--- src/rtl/behave_multiplier_nbit_if.sv ---
// Operand/product bus for the behavioural N x N multiplier.
interface behave_multiplier_nbit_if #(
    parameter int unsigned N = 4
);
    logic             in_valid;
    logic [N-1:0]     A;
    logic [N-1:0]     B;
    logic [2*N-1:0]   P;
    logic             out_valid;

    // Producer of operands, consumer of products
    modport master (
        output in_valid,
        output A,
        output B,
        input  P,
        input  out_valid
    );

    // The multiplier itself
    modport slave (
        input  in_valid,
        input  A,
        input  B,
        output P,
        output out_valid
    );
endinterface

--- src/rtl/behave_multiplier_nbit.sv ---
// Unsigned N x N -> 2N multiplier: behavioural '*' between an operand
// register stage and a product register stage, with a valid flag.
module behave_multiplier_nbit #(
    parameter int unsigned N = 4
) (
    input  logic                     clk,
    input  logic                     rst,
    behave_multiplier_nbit_if.slave  bus
);
    localparam int unsigned OW = N;
    localparam int unsigned PW = 2 * N;

    logic [OW-1:0] a_q, a_d;
    logic [OW-1:0] b_q, b_d;
    logic          v1_q, v1_d;
    logic [PW-1:0] p_q, p_d;
    logic          ov_q, ov_d;
    logic [PW-1:0] prod_c;

    // Full-width product; operands zero-extended so no truncation occurs
    assign prod_c = PW'(a_q) * PW'(b_q);

    // Next-state: capture on in_valid, hold operands and product when idle
    always_comb begin
        a_d  = a_q;
        b_d  = b_q;
        p_d  = p_q;
        v1_d = bus.in_valid;
        ov_d = v1_q;
        if (bus.in_valid) begin
            a_d = bus.A;
            b_d = bus.B;
        end
        if (v1_q) begin
            p_d = prod_c;
        end
    end

    // Pipeline registers; reset discards anything in flight
    always_ff @(posedge clk) begin
        if (rst) begin
            a_q  <= '0;
            b_q  <= '0;
            v1_q <= 1'b0;
            p_q  <= '0;
            ov_q <= 1'b0;
        end else begin
            a_q  <= a_d;
            b_q  <= b_d;
            v1_q <= v1_d;
            p_q  <= p_d;
            ov_q <= ov_d;
        end
    end

    assign bus.P         = p_q;
    assign bus.out_valid = ov_q;
endmodule

--- src/flat_wrapper.sv ---
// flat-port wrapper written by rule: the top's interface ports become plain ports
module behave_multiplier_nbit_flat 
#(
    parameter int unsigned N = 4
)
  (clk, rst, bus_in_valid, bus_A, bus_B, bus_P, bus_out_valid);
  behave_multiplier_nbit_if #(.N(N)) bus_i ();
  input  logic clk;
  input  logic rst;
  input wire logic [$bits(bus_i.in_valid)-1:0] bus_in_valid;
  input wire logic [$bits(bus_i.A)-1:0] bus_A;
  input wire logic [$bits(bus_i.B)-1:0] bus_B;
  output wire logic [$bits(bus_i.P)-1:0] bus_P;
  output wire logic [$bits(bus_i.out_valid)-1:0] bus_out_valid;
  assign bus_i.in_valid = bus_in_valid;
  assign bus_i.A = bus_A;
  assign bus_i.B = bus_B;
  assign bus_P = bus_i.P;
  assign bus_out_valid = bus_i.out_valid;
  behave_multiplier_nbit #(.N(N)) u_core (.clk(clk), .rst(rst), .bus(bus_i));
endmodule
--- config.mk ---
export PLATFORM = sky130hd
export DESIGN_NAME = behave_multiplier_nbit_flat
export DESIGN_NICKNAME = d
export VERILOG_FILES = /design/src/rtl/behave_multiplier_nbit_if.sv /design/src/rtl/behave_multiplier_nbit.sv /design/src/flat_wrapper.sv
export SDC_FILE = /design/constraint.sdc
export NUM_CORES = 1
export LEC_CHECK = 0
export ABC_AREA = 1
export CELL_PAD_IN_SITES_DETAIL_PLACEMENT = 1
export CELL_PAD_IN_SITES_GLOBAL_PLACEMENT = 1
export CORE_MARGIN = 5
export CORE_UTILIZATION = 36
export DETAILED_ROUTE_END_ITERATION = 8
export GPL_TIMING_DRIVEN = 0
export PLACE_DENSITY_LB_ADDON = 0.1
export SLEW_MARGIN = 20
export SYNTH_ARGS = -nofsm -noshare
export SYNTH_HDL_FRONTEND = slang
export SYNTH_SLANG_ARGS = --single-unit
--- constraint.sdc ---
create_clock -name clk -period 3 [get_ports clk]
set_input_delay 0.9 -clock clk [delete_from_list [all_inputs] [get_ports clk]]
set_output_delay 0.9 -clock clk [all_outputs]
set_load 0.05 [all_outputs]
* Word level (Yosys, flattened, before mapping)
Cells that the tools add are included.
Storage, ports and cells: register bits after elaboration 18, input port bits 11, output and inout bits 9, logic and storage cells 6
Operators by class: $mul 1
Operators with widths (number):
- $mul A4 B4 Y8 | 1

* Logic depth before layout (Yosys ltp)
Gate-level depths: netlist (run 1).
word-level depth 1, mapped depth 13, depth with buffers taken out 13

* Worst setup path before layout (run 1)
OpenSTA, ideal clock, no wires.
path kind register to register, start point reg u_core.a_q[0], end point reg u_core.p_q[6] (netlist: u_core.bus.P[6]), setup time 115 ps, arrival time 2347 ps, required time 2885 ps, slack 537 ps, cell stages (with the launch flop) 10, buffers on the path 0, clock period less this slack 2463 ps, cells stage by stage dfxtp_1 -> nand2_1 -> fa_1 -> inv_1 -> fa_1 -> fa_1 -> nand3_1 -> a21oi_1 -> o21ai_0 -> inv_1
Between the ends: longest elaborated chain between the ends 1
Ends and longest elaborated chain:
- start, declared | RTL line behave_multiplier_nbit.sv:13 | logic [OW-1:0] a_q, a_d;
- start signal, assigned | RTL line behave_multiplier_nbit.sv:42 | a_q <= '0;
- start signal, assigned | RTL line behave_multiplier_nbit.sv:48 | a_q <= a_d;
- $mul A4 B4 Y8 | RTL line behave_multiplier_nbit.sv:21 | assign prod_c = PW'(a_q) * PW'(b_q);
- end signal, assigned | RTL line behave_multiplier_nbit.sv:51 | p_q <= p_d;
- end, declared | RTL line behave_multiplier_nbit.sv:16 | logic [PW-1:0] p_q, p_d;
No other way between the ends. A chain may end at the register's enable or synchronous reset.

* Final worst setup path (run 1)
Same ends and word-level chain as after synthesis.

==> results.yml, run 1 <==
critical_path:
  r2r-start: "u_core.a_q[0]"
  critical_path_class: "flip-flop to flip-flop"
  r2r_setup_slack_ns: 0.28
  crit_path_end_kind: "flip-flop"
  crit_path_start_kind: "flip-flop"
  rr_worst_depth: 9
  crit_required_ns: 3.19
  rr_endpoint: "u_core.bus.P[6]"
  cp.arrival_ns: 2.92
  path_max_fanout: 5
clock_tree:
  clk_pin_slew_ns: 0.11
  hold_buffers: 0
  clkLatencyLatePin_ns: 0.30
  numCtsBuffers: 3
  cts_resized: 0
  cts_max_level: 1
  cts_tree: "yes"
  post_cts_buffers: 0
  clockBufferDepth: 2
  root_buffer: "clkbuf_4"
  cts.sinks: 18
floorplanning:
  rows: 19
  die-area_um2: 4170
  die_h_um: 64.6
  initial_core_util_pct: 38.3
  io_pins: 20
  core_area_um2: 2810
  die_w_um: 64.6
synthesis:
  netlist_area_um2: 1070
  ys_warn_count: 0
  synth_top_cell_area_share_pct: 33.6
  yosys.area_share.adder_pct: 21.4
  synth-simple-area-share_pct: 25.2
  avgSynthCellArea_um2: 7.20
  synth-compound-area-share_pct: 8.39
  synth.distinct_cells: 15
  yosysTopAreaCell: "dfxtp_1"
  synth-xor-area-share_pct: 0.816
  syn_nets: 176
  synthMuxAreaShare_pct: 0
  synthTopCellsByArea: "dfxtp_1 34%, ha_1 14%, nor2_1 12%"
  synth_cells: 149
  ys_ff_latch: 18
  synth_top_family_by_area: "simple AND/OR/NAND/NOR gates"
  ys_seq_area_share_pct: 33.6
finish:
  nets: 199
  area_growth_pct: 23.8
  layout-drive-gt1-share_pct: 4.09
  finalCoreUtilization_pct: 47.4
  diodes: 0
  final_cell_mix: "33 x nor2_1, 26 x nand2_1, 24 x inv_1, 18 x clkdlybuf4s50_1, 18 x dfxtp_1"
  post-route-cell-area_um2: 1330
  layout_commonest_cell: "nor2_1"
timing:
  clock_skew_ns: 0.00439
  slew_headroom_pct: 66.7
  fmax_mhz: 367
  timing.hold.ws_ns: 0.479
  rsz0062_at_grt: "no"
  fin_crit_sh_pct: 90.8
  finalSetupTns_ns: 0
  setup-violations-final: 0
  hold_viol: 0
  finalCriticalPeriod_ns: 2.72
  worstMarginPinSlew_ns: 0.498
  slew_viol_final: 0
run_status:
  status: "complete, no violations"
grt:
  antenna_found_initial: 0
  grt_max_degree: 11
  grt_pass1_vias: 1025
  grt_pass1_wl_um: 4280
  grt_overflow_total: 0
  grt_use_total_pct: 12.7
power:
  power_leakage_nw: 0.749
  peakVddDrop_mv: 0.190
  powerDensity_nw_per_um2: 397
drt:
  vias_per_cell: 4.98
  drtIter0Drc: 19
  drc: 0
  detail-route-antenna-nets: 0
  vias: 1005
  wirelength_um: 2400
  drt_first_pass_iters: 4
  avgRoutedWirePerCell_um: 11.9
place:
  place_congestion: 0.811
  portBuffers: 18
  placed_area_um2: 1290
  post-dp-hpwl_um: 1970
run:
  drv_cap: 0
worst_hold_path:
  hold_start: "u_core.bus.P[0]"
  worstHoldEndpoint: "u_core.bus.P[0]"
  min_path_type: "flip-flop to flip-flop"
  hold_depth: 2
[area by class of cell]
class | count | area [um^2]
Fill cell | 372 | 1480
Multi-Input combinational cell | 103 | 599
Sequential cell | 18 | 360
Timing Repair Buffer | 18 | 180
Inverter | 25 | 93.8
Tap cell | 31 | 38.8
Clock buffer | 4 | 36.3
Buffer | 3 | 20.0
[state kept, by name (all words and copies together), names as in the netlist]
signal / cells
u_core.a_q: 4
u_core.b_q: 4
u_core.bus.P: 8
u_core.ov_d: 1
u_core.bus.out_valid: 1
[critical path, cell delays in order, from the launching register on]
cell and delay [ns]:
dfxtp_1 0.42, nand2_1 0.11, fa_1 0.55, inv_1 0.07, fa_1 0.53, fa_1 0.48, nand3_1 0.14, a21oi_1 0.07
o21ai_0 0.19, inv_1 0.07
[how the worst max path moves through the flow]
stage	from	to	cells after the start
after floorplan	u_core.a_q[0]	u_core.bus.P[6]	9
after global placement	u_core.a_q[0]	u_core.bus.P[6]	9
after detailed placement	u_core.b_q[3]	u_core.bus.P[6]	9
after CTS	u_core.b_q[3]	u_core.bus.P[6]	9
after global routing	u_core.a_q[0]	u_core.bus.P[6]	9
final	u_core.a_q[0]	u_core.bus.P[6]	9
[cell usage after synthesis (all sizes together)]
cell type	instances
nor2	33
inv	24
buf	3
nand4	1
clkinv	1
nand3b	1
xor2	1
nand2	26
fa	4
ha	12
o21ai	13
nand3	7
dfxtp	18
a21oi	5
[stage by stage]
stage | worst slack [ns] | total power (W) | std cells
after floorplan | 0.537 | 0.000339 | 149
after global placement | 0.382 | 0.000378 | 198
after detailed placement | 0.291 | 0.000382 | 198
after CTS | 0.270 | 0.000535 | 202
after global routing | 0.129 | 0.000561 | 202
final | 0.277 | 0.000527 | 202
[cells by family (layout without fill, tap and decap cells)]
| family | count (synthesis) | count (layout) |
|---|---|---|
| AND/OR/NAND/NOR | 68 | 68 |
| buffers and inverters | 28 | 50 |
| AO/OA/AOI/OAI | 18 | 18 |
| flip-flops | 18 | 18 |
| adder cells (fa/ha/maj) | 16 | 16 |
| XOR/XNOR | 1 | 1 |
[per-layer routing]
| metal | part of all wire [%] | routed length (um) | GRT usage (%) |
|---|---|---|---|
| met2 | 49 | 1170 | 23.7 |
| met3 | 2.3 | 56 | 1.55 |
| met5 | 0 | 0 | 0 |
| met1 | 47 | 1140 | 14.8 |
| met4 | 1.6 | 38 | 4.75 |
[report_power, final]
part	internal, W	total (W)	switching, W
logic	0.0000438	0.000108	0.0000643
registers	0.000254	0.000267	0.0000134
clock network	0.0000740	0.000152	0.0000782
total	0.000371	0.000527	0.000156
Note: power is estimated with default switching activity, not from simulation.
==> run 2, diff against run 1 <==
--- a/config.mk
+++ b/config.mk
@@ -6,10 +6,8 @@
 export NUM_CORES = 1
 export LEC_CHECK = 0
 export ABC_AREA = 1
-export CELL_PAD_IN_SITES_DETAIL_PLACEMENT = 1
-export CELL_PAD_IN_SITES_GLOBAL_PLACEMENT = 1
 export CORE_MARGIN = 5
-export CORE_UTILIZATION = 36
+export CORE_UTILIZATION = 51
 export DETAILED_ROUTE_END_ITERATION = 8
 export GPL_TIMING_DRIVEN = 0
 export PLACE_DENSITY_LB_ADDON = 0.1
==> results.yml, run 2 (synthesis results as in run 1) <==
worst_hold_path:
  worstHoldEndpoint: "u_core.bus.P[0]"
  min_path_type: "flip-flop to flip-flop"
  hold_depth: 2
  hold_start: "u_core.bus.P[0]"
finish:
  layout-drive-gt1-share_pct: 4.09
  multi_input_area_um2: 599
  area_growth_pct: 23.3
  layout_commonest_cell: "nor2_1"
  nets: 199
  final_cell_mix: "33 x nor2_1, 26 x nand2_1, 24 x inv_1, 18 x clkdlybuf4s50_1, 18 x dfxtp_1"
  finalCoreUtilization_pct: 66.8
  diodes: 0
  fillCellCount: 184
  largest_reg_flops: 8
  seq_area_um2: 360
timing:
  finalSetupTns_ns: 0
  hold_viol: 0
  fmax_mhz: 382
  finalCriticalPeriod_ns: 2.62
  slew_viol_final: 0
  rsz0062_at_grt: "no"
  slew_headroom_pct: 66.5
  worstMarginPinSlew_ns: 0.501
  fin_crit_sh_pct: 87.2
  setup_slack_ns: 0.384
  clock_skew_ns: 0.00366
  setup-violations-final: 0
clock_tree:
  clkLatencyLatePin_ns: 0.30
  cts_resized: 0
  clockBufferDepth: 2
  cts_max_level: 1
  post_cts_buffers: 0
  clk_pin_slew_ns: 0.10
  root_buffer: "clkbuf_4"
  hold_buffers: 0
  cts_tree: "yes"
  numCtsBuffers: 3
  cts.sinks: 18
floorplanning:
  rows: 16
  core_area_um2: 1980
  die_h_um: 55.9
  die-area_um2: 3120
  die_w_um: 55.9
  initial_core_util_pct: 54.2
  io_pins: 20
grt:
  grtUsageMet3_pct: 3.02
  busiest_layer: "met2"
  antenna_found_initial: 0
  grt_pass1_wl_um: 3850
  use_met2_pct: 25.5
  grt_max_degree: 11
  grt_overflow_total: 0
  grt_util_met1_pct: 18.6
  grt_use_total_pct: 14.9
  grt_pass1_vias: 940
power:
  peakVddDrop_mv: 0.283
  swShare_pct: 29.2
  sequentialPowerShare_pct: 50.8
  p_comb_share_pct: 20.1
  p_clk_share_pct: 29.1
  intPower_w: 0.000371
  switchingPower_w: 0.000153
  powerDensity_nw_per_um2: 396
  power_leakage_nw: 0.749
critical_path:
  rr_worst_depth: 9
  crit_path_end_kind: "flip-flop"
  path_max_fanout: 5
  cp.arrival_ns: 2.82
  critical_path_class: "flip-flop to flip-flop"
  r2r_setup_slack_ns: 0.38
  timing.critical_path.mode_cell: "fa_1"
  r2r-start: "u_core.a_q[0]"
  slowest_delay_ns: 0.53
  rr_endpoint: "u_core.bus.P[6]"
  crit_path_start_kind: "flip-flop"
  crit_required_ns: 3.20
  cp_slowest_cell: "fa_1"
  path_cells: "nand2_1 > fa_1 > inv_1 > fa_1 > fa_1 > nand3_1 > a21oi_1 > o21ai_0 > inv_1"
drt:
  vias: 954
  drtIter0Drc: 18
  vias_per_cell: 4.82
  detail-route-antenna-nets: 0
  avgRoutedWirePerCell_um: 10.6
  wirelength_um: 2110
  drc: 0
  drt_first_pass_iters: 4
run_status:
  status: "complete, no violations"
place:
  portBuffers: 18
  pre_cts_ws_ns: 0.397
  post-dp-hpwl_um: 1670
  place_congestion: 0.779
run:
  drv_cap: 0
## run 2: worst max path at each step
| stage | to | slack, ns | startpoint |
|---|---|---|---|
| 2_1_floorplan | u_core.bus.P[6] | 0.54 | u_core.a_q[0] |
| 3_3_place_gp | u_core.bus.P[6] | 0.42 | u_core.b_q[3] |
| 3_5_place_dp | u_core.bus.P[6] | 0.40 | u_core.b_q[3] |
| 4_1_cts | u_core.bus.P[6] | 0.39 | u_core.b_q[3] |
| 5_1_grt | u_core.bus.P[6] | 0.19 | u_core.a_q[1] |
| 6_report | u_core.bus.P[6] | 0.38 | u_core.a_q[0] |
## run 2: metal layers
layer,vias to the layer above,part of all wire (%)
met2,15,48
li1,504,-
met1,430,46
met3,5,3.5
met4,0,1.6
met5,-,0
## run 2: per-stage QoR
stage	hold slack, ns	cell area [um^2]	power [W]	instances
floorplan	0.489	1070	0.000339	149
global placement	0.454	1290	0.000375	194
detailed placement	0.466	1290	0.000377	194
CTS	0.481	1320	0.000529	198
global route	0.502	1320	0.000557	198
finish	0.475	1320	0.000524	198
## run 2: area by class of cell
class / count / share of cell area (%)
Buffer: 3 / 1.51
Clock buffer: 4 / 2.74
Inverter: 25 / 7.09
Multi-Input combinational cell: 103 / 45.3
Sequential cell: 18 / 27.2
Tap cell: 27 / 2.55
Timing Repair Buffer: 18 / 13.6
## run 2: power groups by stage
stage / Clock (W) / Sequential (W) / Combinational (W)
2_1_floorplan: 0 / 0.000292 / 0.0000473
3_3_place_gp: 0 / 0.000272 / 0.000104
3_5_place_dp: 0 / 0.000272 / 0.000105
4_1_cts: 0.000157 / 0.000266 / 0.000106
5_1_grt: 0.000169 / 0.000269 / 0.000119
6_report: 0.000153 / 0.000266 / 0.000105
## run 2: critical path, delay by kind of cell (launching register included)
kind / cells / cell delay (ns)
adder cells (fa/ha/maj): 3 / 1.54
flip-flops: 1 / 0.41
buffers and inverters: 2 / 0.10
AO/OA/AOI/OAI: 2 / 0.23
AND/OR/NAND/NOR: 2 / 0.23
==> run 3, diff against run 2 <==
--- a/config.mk
+++ b/config.mk
@@ -8,6 +8,7 @@
 export ABC_AREA = 1
 export CORE_MARGIN = 5
 export CORE_UTILIZATION = 51
+export CTS_CLUSTER_SIZE = 25
 export DETAILED_ROUTE_END_ITERATION = 8
 export GPL_TIMING_DRIVEN = 0
 export PLACE_DENSITY_LB_ADDON = 0.1
==> results of run 3 <==
Final layout, timing and power as in run 2 (identical DEF).
